**config.mk**
```make
export PLATFORM = sky130hd
export DESIGN_NAME = keypad_scanner
export DESIGN_NICKNAME = d
export VERILOG_FILES = /design/src/rtl/keypad_scanner.sv
export SDC_FILE = /design/constraint.sdc
export NUM_CORES = 1
export LEC_CHECK = 0
export CORE_MARGIN = 2
export CORE_UTILIZATION = 35
export CTS_CLUSTER_DIAMETER = 60
export DETAILED_ROUTE_END_ITERATION = 6
export PLACE_DENSITY = 0.54
export SYNTH_ARGS = -nofsm -noshare
export SYNTH_HDL_FRONTEND = slang
export SYNTH_SLANG_ARGS = --single-unit
```
**constraint.sdc**
```tcl
create_clock -name clk -period 2.8 [get_ports clk]
set_clock_uncertainty 0.2 [all_clocks]
set_input_delay 0.56 -clock clk [delete_from_list [all_inputs] [get_ports clk]]
set_output_delay 0.56 -clock clk [all_outputs]
set_load 0.1 [all_outputs]
```
**src/rtl/keypad_scanner.sv**
```systemverilog
// 4x4 active-low keypad scanner: column scan, per-sample debounce, key decode, one-clk strobe per press.
// Optional auto-repeat while held is built only when KEYPAD_REPEAT_EN is defined.
module keypad_scanner #(
  parameter int SCAN_DIV       = 50000,
  parameter int DEBOUNCE_SCANS = 4,
  parameter int REPEAT_DELAY   = 100,
  parameter int REPEAT_RATE    = 25
) (
  input  logic       clk,
  input  logic       rst_n,
  input  logic [3:0] row_in,
  output logic [3:0] col_out,
  output logic [3:0] key_code,
  output logic       key_valid,
  output logic       key_held
);

  localparam int DIV_W = $clog2(SCAN_DIV);
  localparam int CNT_W = $clog2(DEBOUNCE_SCANS + 1);
  localparam logic [DIV_W-1:0] DIV_LAST = DIV_W'(SCAN_DIV - 1);
  localparam logic [CNT_W-1:0] DB_LAST  = CNT_W'(DEBOUNCE_SCANS);
  localparam logic [CNT_W-1:0] CNT_ONE  = CNT_W'(1);
  // Indexed by {row, col}: 1 2 3 A / 4 5 6 B / 7 8 9 C / E 0 F D
  localparam logic [63:0] KEY_MAP = 64'hDF0E_C987_B654_A321;

  if (SCAN_DIV < 4)       $error("SCAN_DIV must be >= 4");
  if (DEBOUNCE_SCANS < 1) $error("DEBOUNCE_SCANS must be >= 1");
  if (REPEAT_DELAY < 1)   $error("REPEAT_DELAY must be >= 1");
  if (REPEAT_RATE < 1)    $error("REPEAT_RATE must be >= 1");

  typedef enum logic [1:0] {SCAN, DEBOUNCE, PRESSED} state_t;

  state_t           state, state_nxt;
  logic [3:0]       row_meta, row_sync;
  logic [DIV_W-1:0] div;
  logic             sample;
  logic [1:0]       col_idx, col_nxt;
  logic [1:0]       lat_row, lat_row_nxt;
  logic [CNT_W-1:0] cnt, cnt_nxt;
  logic             hit;
  logic [1:0]       hit_row;
  logic             lat_low;
  logic             accept;
  logic             rep_fire;
  logic [3:0]       code_nxt;

  always_ff @(posedge clk or negedge rst_n) begin
    if (!rst_n) begin
      row_meta <= 4'hF;
      row_sync <= 4'hF;
      div      <= '0;
    end else begin
      row_meta <= row_in;
      row_sync <= row_meta;
      div      <= (div == DIV_LAST) ? '0 : div + DIV_W'(1);
    end
  end

  assign sample  = (div == DIV_LAST);
  assign lat_low = ~row_sync[lat_row];

  // Lowest row index wins when several rows are low in the driven column
  always_comb begin
    hit     = 1'b0;
    hit_row = 2'd0;
    for (int r = 3; r >= 0; r--) begin
      if (!row_sync[r]) begin
        hit     = 1'b1;
        hit_row = 2'(r);
      end
    end
  end

`ifdef KEYPAD_REPEAT_EN
  localparam int REP_W = $clog2(((REPEAT_DELAY > REPEAT_RATE) ? REPEAT_DELAY : REPEAT_RATE) + 1);
  localparam logic [REP_W-1:0] REP_FIRST = REP_W'(REPEAT_DELAY);
  localparam logic [REP_W-1:0] REP_NEXT  = REP_W'(REPEAT_RATE);

  logic [REP_W-1:0] rep_cnt, rep_cnt_nxt;
  logic             rep_phase, rep_phase_nxt;

  // Low samples are counted only while PRESSED; any high sample restarts the repeat schedule
  always_comb begin
    rep_cnt_nxt   = rep_cnt;
    rep_phase_nxt = rep_phase;
    rep_fire      = 1'b0;
    if (state != PRESSED) begin
      rep_cnt_nxt   = '0;
      rep_phase_nxt = 1'b0;
    end else if (sample) begin
      if (!lat_low) begin
        rep_cnt_nxt   = '0;
        rep_phase_nxt = 1'b0;
      end else if (rep_cnt + REP_W'(1) == (rep_phase ? REP_NEXT : REP_FIRST)) begin
        rep_fire      = 1'b1;
        rep_cnt_nxt   = '0;
        rep_phase_nxt = 1'b1;
      end else begin
        rep_cnt_nxt   = rep_cnt + REP_W'(1);
      end
    end
  end

  always_ff @(posedge clk or negedge rst_n) begin
    if (!rst_n) begin
      rep_cnt   <= '0;
      rep_phase <= 1'b0;
    end else begin
      rep_cnt   <= rep_cnt_nxt;
      rep_phase <= rep_phase_nxt;
    end
  end
`else
  assign rep_fire = 1'b0;
`endif

  always_ff @(posedge clk or negedge rst_n) begin
    if (!rst_n) begin
      state     <= SCAN;
      col_idx   <= 2'd0;
      lat_row   <= 2'd0;
      cnt       <= '0;
      key_code  <= 4'h0;
      key_valid <= 1'b0;
    end else begin
      state     <= state_nxt;
      col_idx   <= col_nxt;
      lat_row   <= lat_row_nxt;
      cnt       <= cnt_nxt;
      key_valid <= accept | rep_fire;
      if (accept)
        key_code <= code_nxt;
    end
  end

  always_comb begin
    state_nxt   = state;
    col_nxt     = col_idx;
    lat_row_nxt = lat_row;
    cnt_nxt     = cnt;
    accept      = 1'b0;
    if (sample) begin
      case (state)
        SCAN: begin
          if (!hit) begin
            col_nxt = col_idx + 2'd1;
          end else begin
            lat_row_nxt = hit_row;
            if (DB_LAST == CNT_ONE) begin
              accept    = 1'b1;
              cnt_nxt   = '0;
              state_nxt = PRESSED;
            end else begin
              cnt_nxt   = CNT_ONE;
              state_nxt = DEBOUNCE;
            end
          end
        end
        DEBOUNCE: begin
          // A bounce returns to SCAN on the same column; rotation resumes on the next idle sample
          if (!lat_low) begin
            state_nxt = SCAN;
          end else if (cnt + CNT_ONE == DB_LAST) begin
            accept    = 1'b1;
            cnt_nxt   = '0;
            state_nxt = PRESSED;
          end else begin
            cnt_nxt   = cnt + CNT_ONE;
          end
        end
        PRESSED: begin
          if (lat_low) begin
            cnt_nxt = '0;
          end else if (cnt + CNT_ONE == DB_LAST) begin
            cnt_nxt   = '0;
            col_nxt   = col_idx + 2'd1;
            state_nxt = SCAN;
          end else begin
            cnt_nxt   = cnt + CNT_ONE;
          end
        end
        default: state_nxt = SCAN;
      endcase
    end
  end

  always_comb begin
    col_out  = ~(4'b0001 << col_idx);
    key_held = (state == PRESSED);
    code_nxt = KEY_MAP[{lat_row_nxt, col_idx, 2'b00} +: 4];
  end

endmodule
```
# Yosys cells after proc, flatten, opt, wreduce, memory -nomap -nowiden

Index checks and enable logic that the tools add are counted.

Logic and storage cells: 65
Input port bits: 6
Bits in registers: 38
Output and inout bits: 10

Magnitude comparators: 1
Shift operators: 2
Reduce and logical (&&, ||, !) cells: 6
Muxes and demuxes: 33
Add/sub/neg operators: 3
Bitwise operators: 1
Equality and inequality tests: 10

Operators with widths:

| cell                    | number |
|---|---|
| $shiftx 64x7->4 const A | 1 |
| $mux 2                  | 15 |
| $add 16x1->16 const B   | 1 |
| $eq 16x16->1 const B    | 1 |
| $mux 16                 | 1 |
| $mux 3                  | 4 |
| $reduce_and 5->1        | 2 |
| $mux 1                  | 9 |
| $pmux 3 s3              | 1 |
| $ne 2x2->1 const B      | 3 |
| $pmux 2 s3              | 1 |
| $ne 2x1->1 const B      | 2 |
| $not 4->4               | 1 |
| $pmux 2 s2              | 1 |
| $reduce_and 4->1        | 1 |
| $shl 1x2->4 const A     | 1 |
| $add 3x1->3 const B     | 1 |
| $eq 3x3->1 const B      | 1 |
| $lt 2x3->1 const B      | 1 |
| $ne 3x3->1 const B      | 1 |
| $reduce_bool 3->1       | 1 |
| $add 2x1->2 const B     | 1 |
| $bmux 1 s2              | 1 |
| $eq 2x1->1 const B      | 1 |
| 3 further kinds         | 3 |

# Logic depth before layout (Yosys ltp)

Depth after elaboration: 8
Depth in mapped cells: 9
Gate-level depth less buffers: 8

# Worst setup path before layout

Ideal clock, no wire load.

Kind: reg2reg
Start point: register div[4]
End point: register key_code[0]
Cell stages (with the launch flop): 7
Library setup time: 133 ps
Required time: 2467 ps
Clock period less this slack: 2509 ps
Data arrival time: 2176 ps
Setup slack: 291 ps
Path buffers: 1
Cell sequence: dfrtp_1 > or4b_4 > nor4_4 > mux2_1 > buf_6 > a211oi_1 > o31ai_2

Cells in the longest elaborated chain, start to end: 3
Elaborated cells between the ends (all ways): 4
Classes of those cells: eq/ne: 1; shift: 1; mux: 2

Ends and longest elaborated chain:

| what                   | RTL line | source |
|---|---|---|
| from (decl)            | 35       | `logic [DIV_W-1:0] div;` |
| from (signal assigned) | 55       | `div <= (div == DIV_LAST) ? '0 : div + DIV_W'(1);` |
| $eq 16x16->1           | 59       | `assign sample = (div == DIV_LAST);` |
| $mux 2                 | 142      | `if (sample) begin` |
| net lat_row_nxt[0]     | 38       | `logic [1:0] lat_row, lat_row_nxt;` |
| $shiftx 64x7->4        | 190      | `code_nxt = KEY_MAP[{lat_row_nxt, col_idx, 2'b00} +: 4];` |
| to (signal assigned)   | 132      | `key_code <= code_nxt;` |
| to (decl)              | 13       | `output logic [3:0] key_code,` |

The timed path passes the listed nets, and every way through them passes these cells.
A chain may end at the register's enable or synchronous reset.

# Final worst setup path

Start point: register div[4]
End point: register key_code[0]

Cells in the longest elaborated chain, start to end: 3
Elaborated cells between the ends (all ways): 4
Classes of those cells: eq/ne: 1; shift: 1; mux: 2

Ends and longest elaborated chain:

| what             | RTL line |
|---|---|
| $eq 16x16->1 (*) | 59 |
| $mux 2           | 142 |
| $shiftx 64x7->4  | 190 |

Every way passes the cells marked *; elsewhere a longest branch is shown, timed or not.

==> flow_metrics.py <==
metrics = {
    "timing": {
        "hold_viol": 0,
        "fmax_mhz": 395,
        "tightest_slew_ns": 0.865,
        "rsz0062_at_grt": "no",
        "slew_headroom_pct": 42.4,
        "worst_slack_ns": 0.266,
        "setup_violations": 0,
        "finalCriticalPeriod_ns": 2.53,
        "finalMaxSlewViolations": 0,
        "fin_crit_sh_pct": 90.5,
        "fin_setup_tns_ns": 0,
    },
    "place": {
        "post-place-ws_ns": 0.270,
        "dp_hpwl_um": 2330,
        "io_buffers": 15,
        "place.gp.congestion": 0.749,
        "placed_cells": 269,
    },
    "layout": {
        "fin_nets": 224,
        "finalNonFillerCells": 277,
        "area_growth_pct": 16.0,
        "fin_util_pct": 41.5,
        "drive_gt1_share_pct": 18.0,
        "layout_common_cells": "30 x dfrtp_1, 22 x nand2_1, 15 x inv_1",
        "layout_commonest_cell": "dfrtp_1",
        "n_antenna_cell": 0,
    },
    "synthesis": {
        "synth.ff_latch_count": 38,
        "mappedNetlistArea_mm2": 0.00195,
        "yosysTopAreaCell": "dfrtp_1",
        "syn_avg_cell_area_um2": 10.8,
        "synth_fp_nets": 200,
        "synth_seq_area_share_pct": 49.4,
        "yosysWarningCount": 0,
        "yosysUniqueCellTypes": 37,
        "synth_top_area_share_pct": 38.6,
        "synthCells": 180,
        "synth.area.top_cells": "dfrtp_1 39%, dfstp_2 11%, ha_1 9.0%",
    },
    "hold_path": {
        "whs_path_depth": 0,
        "min_from": "row_meta[0]",
        "hold_path_class": "flip-flop to flip-flop",
    },
    "clock_network": {
        "post_cts_buffers": 0,
        "cts_sinks": 38,
        "htreeDepth": 2,
        "cts_tree": "yes",
        "cts_made_buffers": 5,
        "ctsResizeCount": 0,
        "root_buffer": "clkbuf_8",
        "clk_pin_slew_worst_paths_ns": 0.09,
        "cts_buffer_depth": 2,
        "clk_latency_ns": 0.29,
        "cts_hold_buf": 0,
    },
    "outcome": {
        "status": "finished, final reports clean",
    },
    "grt": {
        "grt_pass1_wl_um": 5890,
        "grt_pass1_vias": 1307,
        "grt_remaining_overflow": 0,
        "grt_start_max_net_pins": 39,
        "antenna_found_initial": 0,
        "grt_usage_pct": 12.1,
    },
    "pwr": {
        "p_total_uw": 964,
        "p_leak_nw": 1.03,
        "power_density_mw_per_mm2": 427,
        "ir_drop_mv": 0.244,
    },
    "critical_path": {
        "r2r-start": "div[4]",
        "reg2reg_depth": 6,
        "crit_type": "flip-flop to flip-flop",
        "cp.arrival_ns": 2.55,
        "crit_start": "div[4]",
        "end_kind": "flip-flop",
        "cp-start-kind": "flip-flop",
        "required_ns": 2.81,
        "path_max_fanout": 9,
    },
    "floorplanning": {
        "dieHeight_um": 78.6,
        "initial_core_util_pct": 35.8,
        "die-area_mm2": 0.00617,
        "core.rowCount": 27,
        "io_pins": 16,
        "die_x_um": 78.6,
        "core_area_mm2": 0.00544,
    },
    "routing": {
        "drc": 0,
        "first_pass_iters": 4,
        "routed_wl_um": 3240,
        "wl_per_cell_um": 11.7,
        "avgViaCountPerCell": 4.64,
        "drtAntennaViolNets": 0,
        "drtIter0Drc": 34,
        "dr_total_vias": 1286,
    },
    "flow_run": {
        "cap_viol_max_count": 0,
    },
}
## cell type report
cell class | instances | area, µm²
fillers | 537 | 3180
clock buffers | 5 | 68.8
well taps | 72 | 90.1
clock inverters | 3 | 21.3
inverters | 15 | 56.3
repair buffers | 18 | 143
flip-flops and latches | 38 | 961
multi-input cells | 126 | 918
## path summary, 6_finish.rpt
kind	end	slack, ns
hold reg to reg	row_sync[0]	0.16
setup / recovery	key_code[0]	0.27
setup reg to reg	key_code[0]	0.27
min in group asynchronous	key_code[0]	0.18
max in group asynchronous	cnt[2]	1.68
hold / removal	row_sync[0]	0.16
## sequential cells by signal (all words and copies together) (netlist names)
signal,cells
key_code,4
cnt,3
lat_row,2
div,16
col_idx,2
row_meta,4
row_sync,4
state,2
key_valid,1
## logic make-up after synthesis
| group | count (synthesis) | synth area share [%] |
|---|---|---|
| adder cells (fa/ha/maj) | 14 | 9.00 |
| XOR/XNOR | 14 | 6.30 |
| buffers and inverters | 16 | 3.47 |
| AND/OR/NAND/NOR | 67 | 19.5 |
| multiplexers | 9 | 5.40 |
| flip-flops | 38 | 49.4 |
| AO/OA/AOI/OAI | 22 | 6.94 |
## where the power goes
group | internal (mW) | switching, mW | leakage (nW)
clock | 0.175 | 0.205 | 0.0441
sequential | 0.559 | 0.00277 | 0.489
combinational | 0.00834 | 0.0142 | 0.497
## routing by layer
| metal | track usage (%) | routed length (µm) | vias up |
|---|---|---|---|
| met5 | 0 | 0 | - |
| met4 | 4.74 | 60 | 0 |
| met3 | 3.10 | 104 | 8 |
| met2 | 18.4 | 1410 | 20 |
| met1 | 16.4 | 1670 | 598 |
| li1 | - | - | 660 |
## Yosys cell counts, drive strengths merged
| cell type | n |
|---|---|
| nand4bb | 1 |
| o21ai | 8 |
| dfrtp | 30 |
| or4bb | 1 |
| nand3 | 6 |
| xor2 | 8 |
| nor4 | 3 |
| and3b | 1 |
| mux2i | 6 |
| inv | 15 |
| and3 | 4 |
| buf | 1 |
| nor3b | 1 |
| o31a | 1 |
| nor3 | 1 |
| or3 | 3 |
| a211oi | 1 |
| nand2b | 3 |
| nor2b | 3 |
| o211a | 1 |
| mux2 | 2 |
| nand4b | 1 |
| xnor2 | 6 |
| nand3b | 1 |
| mux4 | 1 |
| dfstp | 8 |
| or4b | 1 |
| nand4 | 4 |
| nand2 | 22 |
| ha | 14 |
| nor2 | 11 |
| o31ai | 2 |
| a21oi | 9 |
## stage by stage
step / cell area [µm²] / hold WS (ns)
after floorplan: 1950 / 0.0644
after global placement: 2170 / 0.146
after detailed placement: 2170 / 0.147
after CTS: 2260 / 0.159
after global routing: 2260 / 0.160
final: 2260 / 0.157
## worst max-delay path, stage by stage (launching register included)
cell	delay [ns]
dfrtp_1	0.42
or4b_4	0.59
nor4_4	0.30
mux2_1	0.49
a21oi_1	0.18
a211oi_1	0.07
o31ai_2	0.21
No activity file was read; power rests on OpenSTA's default activity.
